[config.mk]
export PLATFORM = sky130hd
export DESIGN_NAME = wb_arbiter
export DESIGN_NICKNAME = d
export VERILOG_FILES = /design/src/rtl/wb_pkg.sv /design/src/rtl/wb_rr_pick.sv /design/src/rtl/wb_arbiter.sv
export SDC_FILE = /design/constraint.sdc
export NUM_CORES = 1
export LEC_CHECK = 0
export BUFFER_PORTS_ARGS = -buffer_cell sky130_fd_sc_hd__buf_2
export CORE_AREA = 2 2 110 112
export CTS_CLUSTER_DIAMETER = 200
export CTS_CLUSTER_SIZE = 20
export DETAILED_ROUTE_END_ITERATION = 16
export DIE_AREA = 0 0 112 114
export GPL_TIMING_DRIVEN = 0
export PLACE_DENSITY = 0.57
export SYNTH_ARGS = -nofsm -noshare
export SYNTH_HDL_FRONTEND = slang
export SYNTH_HIERARCHICAL = 1
export SYNTH_SLANG_ARGS = --single-unit
[constraint.sdc]
create_clock -name clk -period 0.95 [get_ports clk]
set_input_delay 0.095 -clock clk [delete_from_list [all_inputs] [get_ports clk]]
set_output_delay 0.095 -clock clk [all_outputs]
set_load 0.01 [all_outputs]
[src/rtl/wb_pkg.sv]
// Shared Wishbone types and helpers for the core-bus interconnect.
package wb_pkg;

    localparam int WB_XLEN = 32;

    typedef logic [WB_XLEN/8-1:0] wb_sel_t;

    typedef enum logic [0:0] {
        WB_ARB_IDLE = 1'b0,
        WB_ARB_BUSY = 1'b1
    } wb_arb_state_e;

    // Index width that stays at least one bit wide for single-entry vectors.
    function automatic int clog2_min1(input int n);
        return (n <= 1) ? 1 : $clog2(n);
    endfunction

endpackage

[src/rtl/wb_rr_pick.sv]
// Combinational round-robin selector: first set request strictly after
// last_idx, wrapping modulo N.
module wb_rr_pick #(
    parameter int N     = 2,
    parameter int IDX_W = 1
) (
    input  logic [N-1:0]     req,
    input  logic [IDX_W-1:0] last_idx,
    output logic [IDX_W-1:0] sel,
    output logic             valid
);

    logic [IDX_W-1:0] w_idx;

    always_comb begin
        sel   = '0;
        valid = 1'b0;
        w_idx = last_idx;
        for (int i = 0; i < N; i++) begin
            w_idx = (w_idx == IDX_W'(N - 1)) ? '0 : w_idx + 1'b1;
            if (!valid && req[w_idx]) begin
                sel   = w_idx;
                valid = 1'b1;
            end
        end
    end

endmodule

[src/rtl/wb_arbiter.sv]
// N-master to 1-slave Wishbone classic arbiter, round-robin, grant held per CYC.
// Optional stall timeout with per-master error pulse: define WB_ARBITER_TIMEOUT_EN.
module wb_arbiter
    import wb_pkg::*;
#(
    parameter int XLEN           = WB_XLEN,
    parameter int NUM_MASTERS    = 2,
    parameter int TIMEOUT_CYCLES = 255
) (
    input  logic                          clk,
    input  logic                          rst_n,
    input  logic [NUM_MASTERS*XLEN-1:0]   m_adr,
    input  logic [NUM_MASTERS*XLEN-1:0]   m_dat_w,
    input  logic [NUM_MASTERS*XLEN/8-1:0] m_sel,
    input  logic [NUM_MASTERS-1:0]        m_we,
    input  logic [NUM_MASTERS-1:0]        m_stb,
    input  logic [NUM_MASTERS-1:0]        m_cyc,
    output logic [XLEN-1:0]               m_dat_r,
    output logic [NUM_MASTERS-1:0]        m_ack,
    output logic [NUM_MASTERS-1:0]        m_err,
    output logic [XLEN-1:0]               s_adr,
    output logic [XLEN-1:0]               s_dat_w,
    output logic [XLEN/8-1:0]             s_sel,
    output logic                          s_we,
    output logic                          s_stb,
    output logic                          s_cyc,
    input  logic [XLEN-1:0]               s_dat_r,
    input  logic                          s_ack,
    output logic [NUM_MASTERS-1:0]        gnt
);

    localparam int IDX_W = clog2_min1(NUM_MASTERS);
    localparam int SEL_W = XLEN / 8;

    wb_arb_state_e    r_state;
    logic [IDX_W-1:0] r_gnt_idx;
    logic [IDX_W-1:0] r_last_idx;
    logic [IDX_W-1:0] w_pick_idx;
    logic             w_pick_valid;
    logic             w_busy;

    logic [XLEN-1:0]  w_adr_arr   [NUM_MASTERS];
    logic [XLEN-1:0]  w_dat_w_arr [NUM_MASTERS];
    logic [SEL_W-1:0] w_sel_arr   [NUM_MASTERS];

    for (genvar gi = 0; gi < NUM_MASTERS; gi++) begin : g_unpack
        assign w_adr_arr[gi]   = m_adr[gi*XLEN +: XLEN];
        assign w_dat_w_arr[gi] = m_dat_w[gi*XLEN +: XLEN];
        assign w_sel_arr[gi]   = m_sel[gi*SEL_W +: SEL_W];
    end

    wb_rr_pick #(
        .N     (NUM_MASTERS),
        .IDX_W (IDX_W)
    ) u_pick (
        .req      (m_cyc),
        .last_idx (r_last_idx),
        .sel      (w_pick_idx),
        .valid    (w_pick_valid)
    );

    assign w_busy  = (r_state == WB_ARB_BUSY);
    assign m_dat_r = s_dat_r;

    always_ff @(posedge clk or negedge rst_n) begin
        if (!rst_n) begin
            r_state    <= WB_ARB_IDLE;
            r_gnt_idx  <= '0;
            r_last_idx <= IDX_W'(NUM_MASTERS - 1);
        end else if (!w_busy) begin
            if (w_pick_valid) begin
                r_gnt_idx  <= w_pick_idx;
                r_last_idx <= w_pick_idx;
                r_state    <= WB_ARB_BUSY;
            end
        end else if (!m_cyc[r_gnt_idx]) begin
            r_state <= WB_ARB_IDLE;
        end
    end

    // The datapath is a pure mux, so a master dropping CYC releases the slave in the same cycle.
    always_comb begin
        s_adr   = '0;
        s_dat_w = '0;
        s_sel   = '0;
        s_we    = 1'b0;
        s_stb   = 1'b0;
        s_cyc   = 1'b0;
        m_ack   = '0;
        gnt     = '0;
        if (w_busy) begin
            s_adr            = w_adr_arr[r_gnt_idx];
            s_dat_w          = w_dat_w_arr[r_gnt_idx];
            s_sel            = w_sel_arr[r_gnt_idx];
            s_we             = m_we[r_gnt_idx];
            s_stb            = m_stb[r_gnt_idx];
            s_cyc            = m_cyc[r_gnt_idx];
            m_ack[r_gnt_idx] = s_ack;
            gnt[r_gnt_idx]   = 1'b1;
        end
    end

`ifdef WB_ARBITER_TIMEOUT_EN
    localparam int TO_W = $clog2(TIMEOUT_CYCLES + 1);

    logic [TO_W-1:0] r_to_cnt;
    logic            w_to_hit;

    assign w_to_hit = w_busy && (r_to_cnt == TO_W'(TIMEOUT_CYCLES));

    always_ff @(posedge clk or negedge rst_n) begin
        if (!rst_n) begin
            r_to_cnt <= '0;
        end else if (!w_busy || s_ack || w_to_hit) begin
            r_to_cnt <= '0;
        end else if (s_stb) begin
            r_to_cnt <= r_to_cnt + 1'b1;
        end
    end

    // Error is flagged but the grant is kept; the master is expected to drop CYC.
    always_comb begin
        m_err = '0;
        if (w_to_hit) begin
            m_err[r_gnt_idx] = 1'b1;
        end
    end
`else
    assign m_err = '0;
`endif

endmodule

Word-level counts from Yosys, hierarchy flattened
Cells that the tools add are included.

$add $sub $neg: 2. Mux-type cells: 38. Bitwise logic cells: 3. $lt $le $gt $ge: 5. Reductions and logical operators: 4.

Operators with widths (count): $mux 32 (8); $mux 1 (23); $mux 4 (4); $lt 1x2->1 const B (3); $mux 2 (2); $add 1x1->1 const B (2); $and 2x2->2 (1); $ge 2x2->1 const B (1); $logic_and 1x1->1 (2); $not 1->2 (1); $reduce_and 2->1 (1); $demux 1 s1 (1); $ge 1x1->1 const B (1); $logic_not 1->1 (1); $not 1->1 (1).

Flip-flop bits (word level): 3. Bits of input ports: 177. Logic and storage cells: 55. Output and inout port bits: 109.

Longest topological paths before layout
Gate-level depths: netlist of the first run.

Depth after elaboration: 10. Depth in mapped cells: 5. Gate-level depth less buffers: 3.

Modules after synthesis
The synthesis of the first run kept the hierarchy.

By module, submodules not included: wb_arbiter (times used 1, cells an instance 207, area each 1705.4 um^2, sequential area each 76.3 um^2); wb_rr_pick (times used 1, cells an instance 2, area each 13.8 um^2, sequential area each 0.0 um^2).

Least setup slack after synthesis of the first run
Ideal clock, no wire load.

Path type: register to output. Start: register r_gnt_idx. End: output port s_adr[0]. Buffers on the path: 3. Data required time: 0.855 ns. Stages on the path, launching flop included: 6. Path slack: -0.213 ns. Data arrival time: 1.068 ns. Path through: dfrtp_1 -> buf_4 -> buf_12 -> buf_8 -> mux2i_1 -> nor2b_1.

Word-level cells in the longest chain between the ends: 5.

RTL lines: start, declared (RTL line wb_arbiter.sv:36) `logic [IDX_W-1:0] r_gnt_idx;`; start signal, assigned (RTL line wb_arbiter.sv:72) `r_gnt_idx <= w_pick_idx;`; $not 1->2 (implied by the code) (RTL line wb_arbiter.sv:92) `s_adr = w_adr_arr[r_gnt_idx];`; $mux 32 (implied by the code) (3 in a row) (RTL line wb_arbiter.sv:92); $mux 32 (RTL line wb_arbiter.sv:91) `if (w_busy) begin`; end, declared (RTL line wb_arbiter.sv:21) `output logic [XLEN-1:0] s_adr,`.

Every way passes these cells. The select of a mux whose other input is x is not followed.

Final worst setup path of the first run
Start: register r_gnt_idx. End: output port s_cyc.

Word-level cells in the longest chain between the ends: 3.

RTL lines: $mux 1 (implied by the code) (2 in a row) (RTL line wb_arbiter.sv:97) `s_cyc = m_cyc[r_gnt_idx];`; $mux 1 (RTL line wb_arbiter.sv:91); end, declared (RTL line wb_arbiter.sv:26) `output logic s_cyc,`.

Every way passes these cells. The select of a mux whose other input is x is not followed.

==> results of run 1 <==
## routing by layer
layer  track usage  routed length (um)  vias up
li1              -                   -     1182
met1         0.103                2470     1032
met2         0.182                3770      138
met3        0.0138                 545        6
met4        0.0154                  45        0
met5             0                   0        -
## flip-flops by register name, summed over array words and instances, names as in the netlist
name and count:
r_last_idx 1, r_gnt_idx 1, r_state 1
## kinds of logic (layout without fill, tap and decap cells)
| group | Yosys count | after routing | share of synthesized area |
|---|---|---|---|
| and+or+nand+nor | 79 | 79 | 0.283 |
| muxes | 73 | 73 | 0.426 |
| buffers and inverters | 51 | 314 | 0.237 |
| DFF | 3 | 3 | 0.0444 |
| AOI/OAI and AO/OA | 2 | 2 | 0.00728 |
| other | 1 | 2 | 0.00218 |
## final timing paths
check                                 from    endpoint  slack [ps]
worst max register to register     r_state   r_gnt_idx        -180
max in group asynchronous            rst_n  r_last_idx         530
worst min-delay path                 rst_n     r_state         220
worst min register to register  r_last_idx  r_last_idx         630
worst max-delay path             r_gnt_idx       s_cyc        -520
min in group clk                  m_cyc[0]     r_state         220
## cells in the mapped netlist, types with 2 or more instances
library cell   n  share of area
buf_4         38           0.17
clkbuf_1       7          0.015
nor2b_1       73           0.27
buf_12         3          0.035
mux2_2         2          0.013
dfrtp_1        2          0.029
buf_8          2          0.017
nor2_1         2         0.0044
mux2i_1       71           0.41
## report_power, final
group | switching, uW | total [uW] | internal [uW]
clock | 124 | 679 | 555
combinational | 3340 | 7410 | 4070
sequential | 81.6 | 293 | 211
## what timing repair did
item	in CTS	in global routing
setup endpoints to repair	78	78
setup buffers	4	4
hold buffers	1	0
resized for setup	26	21
endpoints found under the hold margin	3	0
gates cloned	1	0
pin swaps	0	0
## per-stage QoR
| stage | hold WS, ps | util | instances | TNS, ps | instance area (um2) |
|---|---|---|---|---|---|
| after floorplan | -201 | - | 210 | -10940 | 1730 |
| after global routing | 228 | 0.297 | 620 | -40440 | 3480 |
| after global placement | -109 | 0.270 | 608 | -25000 | 3170 |
| after detailed placement | -104 | 0.270 | 608 | -27250 | 3170 |
| final | 219 | 0.297 | 620 | -35450 | 3480 |
| after CTS | 210 | 0.289 | 617 | -36450 | 3380 |
## critical path, stage by stage (launching register included)
cell and delay, ps:
dfrtp_1 410, buf_12 180, buf_6 120, mux2i_4 180
nor2b_1 120, buf_2 140
## area by class of cell
cell class | count | area (um2)
multi-input combinational | 156 | 1300
timing repair buffer | 261 | 1370
fill | 1250 | 8230
sequential | 3 | 77.6
tap | 147 | 184
buffer | 49 | 460
clock buffer | 4 | 78.8
==> metrics.cfg, run 1 <==
[critical_path]
required_ps=850
crit_type=reg2out
r2r.worst_path.cells=3
endpoint_kind=output pin
cp-start-kind=flip-flop
arrival_ps=1370
crit_fanout=8

[routing]
num_vias=2358
wl_per_cell_um=11.0
route.detailed.drc=0
drt-total-wl_mm=6.83
ant_nets=0
via_per_inst=3.80
first_pass_iters=4
dr.first_iter.drc_count=26

[sta]
hold_viol_final=0
post-route-min-period_ps=1470
maxSlewViolCount=0
setup_viol=78
rsz0062_at_grt=yes
fin_ws_ps=-516
skew_ps=0.657
period_share=1.54
fmaxAchievable_ghz=0.682

[floorplan]
ioPinCount=286
coreArea_um2=11700
start_util=0.147
die_w_um=112
dieArea_um2=12800
row_count=40
die_h_um=114

[logic_synthesis]
synth-edff-count=0
yosys_warnings=6
synth-seq-cells=3
synth_cell_type_count=18
ys_seq_area_frac=0.0444
syn_avg_cell_area_um2=8.23
async_flop_share=1.00
synth.cell_area_um2=1720
synthFlopType=dfrtp_1
syn_inst=209

[global_route]
grt_max_degree=11
grt_pass1_vias=2117
antenna_found_initial=0
grt_usage=0.0910
grt_pass1_wl_mm=9.64
grt-ovfl-total=0

[clock_network]
clock-sinks=3
cts_tree=done
clk_pin_slew_worst_paths_ps=30
clk_latency_ps=230
cts-htree-levels=1
clockBufferDepth=2
cts_made_buffers=3
root_buffer=clkbuf_16

[pwr]
ir_drop_uv=1060
p_leak_uw=0.00200
power_density_nw_per_um2=2410
power_uw=8380

[cells_and_area]
area_delta_synth_final_pct=102
final_cell_mix=buf_2 (250), nor2b_1 (72), mux2i_1 (66), buf_4 (40), buf_12 (8)
layout_commonest_cell=buf_2
antenna_cells=0
drive_gt1_frac=0.687
finish.net_count=651

[placed_design]
place_ws_ps=-549
post-dp-hpwl_mm=5.78
gp_routability_congestion=0.717
io_buffers=251

[status]
status=finished with violations
violations=setup timing

[min_path]
hold_class=in2async

[job]
maxCapViolCount=0

Note: power is estimated with default switching activity, not from simulation.
==> inputs of run 2 (changes only) <==
Settings changed: PLACE_DENSITY 0.57 to 0.53.
==> metrics.cfg, run 2 (same netlist as run 1, synthesis figures left out) <==
[routing]
via_per_inst=3.77
dr.first_iter.drc_count=27
num_vias=2332
route.detailed.drc=0
wl_per_cell_um=11.3
drt-total-wl_mm=6.98
first_pass_iters=4
ant_nets=0

[placed_design]
io_buffers=251
dp.cells=608
dpl_cell_area_um2=3170
post-dp-hpwl_mm=5.96
place_ws_ps=-536
gp_routability_congestion=0.723

[sta]
setup_viol=78
fmaxAchievable_ghz=0.687
holdWs_ps=212
maxSlewViolCount=0
period_share=1.53
fin_ws_ps=-505
post-route-min-period_ps=1450
skew_ps=0.352
hold_viol_final=0
rsz0062_at_grt=yes

[cells_and_area]
final_cell_mix=buf_2 (250), nor2b_1 (72), mux2i_1 (67), buf_4 (39), buf_12 (7)
layout_commonest_cell=buf_2
finish.net_count=649
fillers=1275
largest_registers=r_gnt_idx (1), r_last_idx (1), r_state (1)
final_cells=618
fin_area_um2=3430
antenna_cells=0
area_delta_synth_final_pct=99.8
drive_gt1_frac=0.686

[critical_path]
reg2reg_slack_ps=-180
arrival_ps=1360
rr_startpoint=r_state
cp-start-kind=flip-flop
worstSetupStartpoint=r_gnt_idx
crit_fanout=8
crit_type=reg2out
required_ps=850
endpoint_kind=output pin

[job]
maxCapViolCount=0

[clock_network]
cts-htree-levels=1
root_buffer=clkbuf_16
cts_made_buffers=3
clk_latency_ps=220
cts_tree=done
clk_pin_slew_worst_paths_ps=30
clock-sinks=3
clockBufferDepth=2

[global_route]
grt_usage=0.0931
grt-ovfl-total=0
grt_pass1_vias=2080
antenna_found_initial=0
grt_max_degree=11
grt_pass1_wl_mm=9.81

[pwr]
power_density_nw_per_um2=2410
comb_power_share=0.882
cellInternalPower_uw=4730
p_leak_uw=0.00199
power_frac_clock=0.081
seqPwrFrac=0.037
ir_drop_uv=952
switching_share=0.427
power_switching_uw=3530
power_uw=8270

[floorplan]
die_w_um=112
dieArea_um2=12800
die_h_um=114
row_count=40
start_util=0.147
coreArea_um2=11700
ioPinCount=286

[status]
status=finished with violations
violations=setup timing

[min_path]
hold_class=in2async

==> run 2: what timing repair did <==
item | 4_1_cts | 5_1_grt
pin swaps | 1 | 0
hold buffers | 1 | 0
gates resized for setup | 32 | 14
buffers inserted | 4 | 2
setup endpoints to repair | 78 | 78
cloned | 1 | 0
hold endpoints to repair | 3 | 0
==> run 2: area by class of cell <==
class / count / area (um2) / area share
buffer: 49 / 455 / 0.133
clock buffer: 4 / 78.8 / 0.0230
multi-input combinational: 156 / 1280 / 0.372
sequential: 3 / 78.8 / 0.0230
tap: 147 / 184 / 0.0536
timing repair buffer: 259 / 1360 / 0.396
==> run 2: metal layers <==
layer	vias to the layer above	share of wire	GRT usage
met3	6	0.089	0.0154
met2	134	0.55	0.190
li1	1176	-	-
met1	1016	0.35	0.0987
met5	-	0	0
met4	0	0.0077	0.0211
==> run 2: per-stage QoR <==
| stage | TNS [ps] | utilization |
|---|---|---|
| floorplan | -10940 | - |
| global placement | -26090 | 0.270 |
| detailed placement | -26150 | 0.270 |
| CTS | -34110 | 0.291 |
| global route | -37490 | 0.293 |
| finish | -33170 | 0.293 |
==> run 2: path summary, 6_finish.rpt <==
path	depth (start not counted)	to
worst max register to register	3	r_gnt_idx
worst min-delay path	2	r_state
max in group asynchronous	2	r_last_idx
min in group clk	3	r_state
worst max-delay path	5	s_dat_w[17]
worst min register to register	1	r_last_idx
==> run 2: power by group through the flow <==
stage	Clock [uW]	Sequential [uW]	Combinational, uW
5_1_grt	683	320	7850
6_report	667	306	7290
3_5_place_dp	0	265	6630
4_1_cts	677	305	7290
3_3_place_gp	0	263	6570
2_1_floorplan	0	243	4390
==> run 2: worst max-delay path, stage by stage, from the launching register on <==
cell	delay, ps
dfrtp_2	420
buf_12	160
buf_12	140
mux2i_2	150
nor2b_1	120
buf_2	140
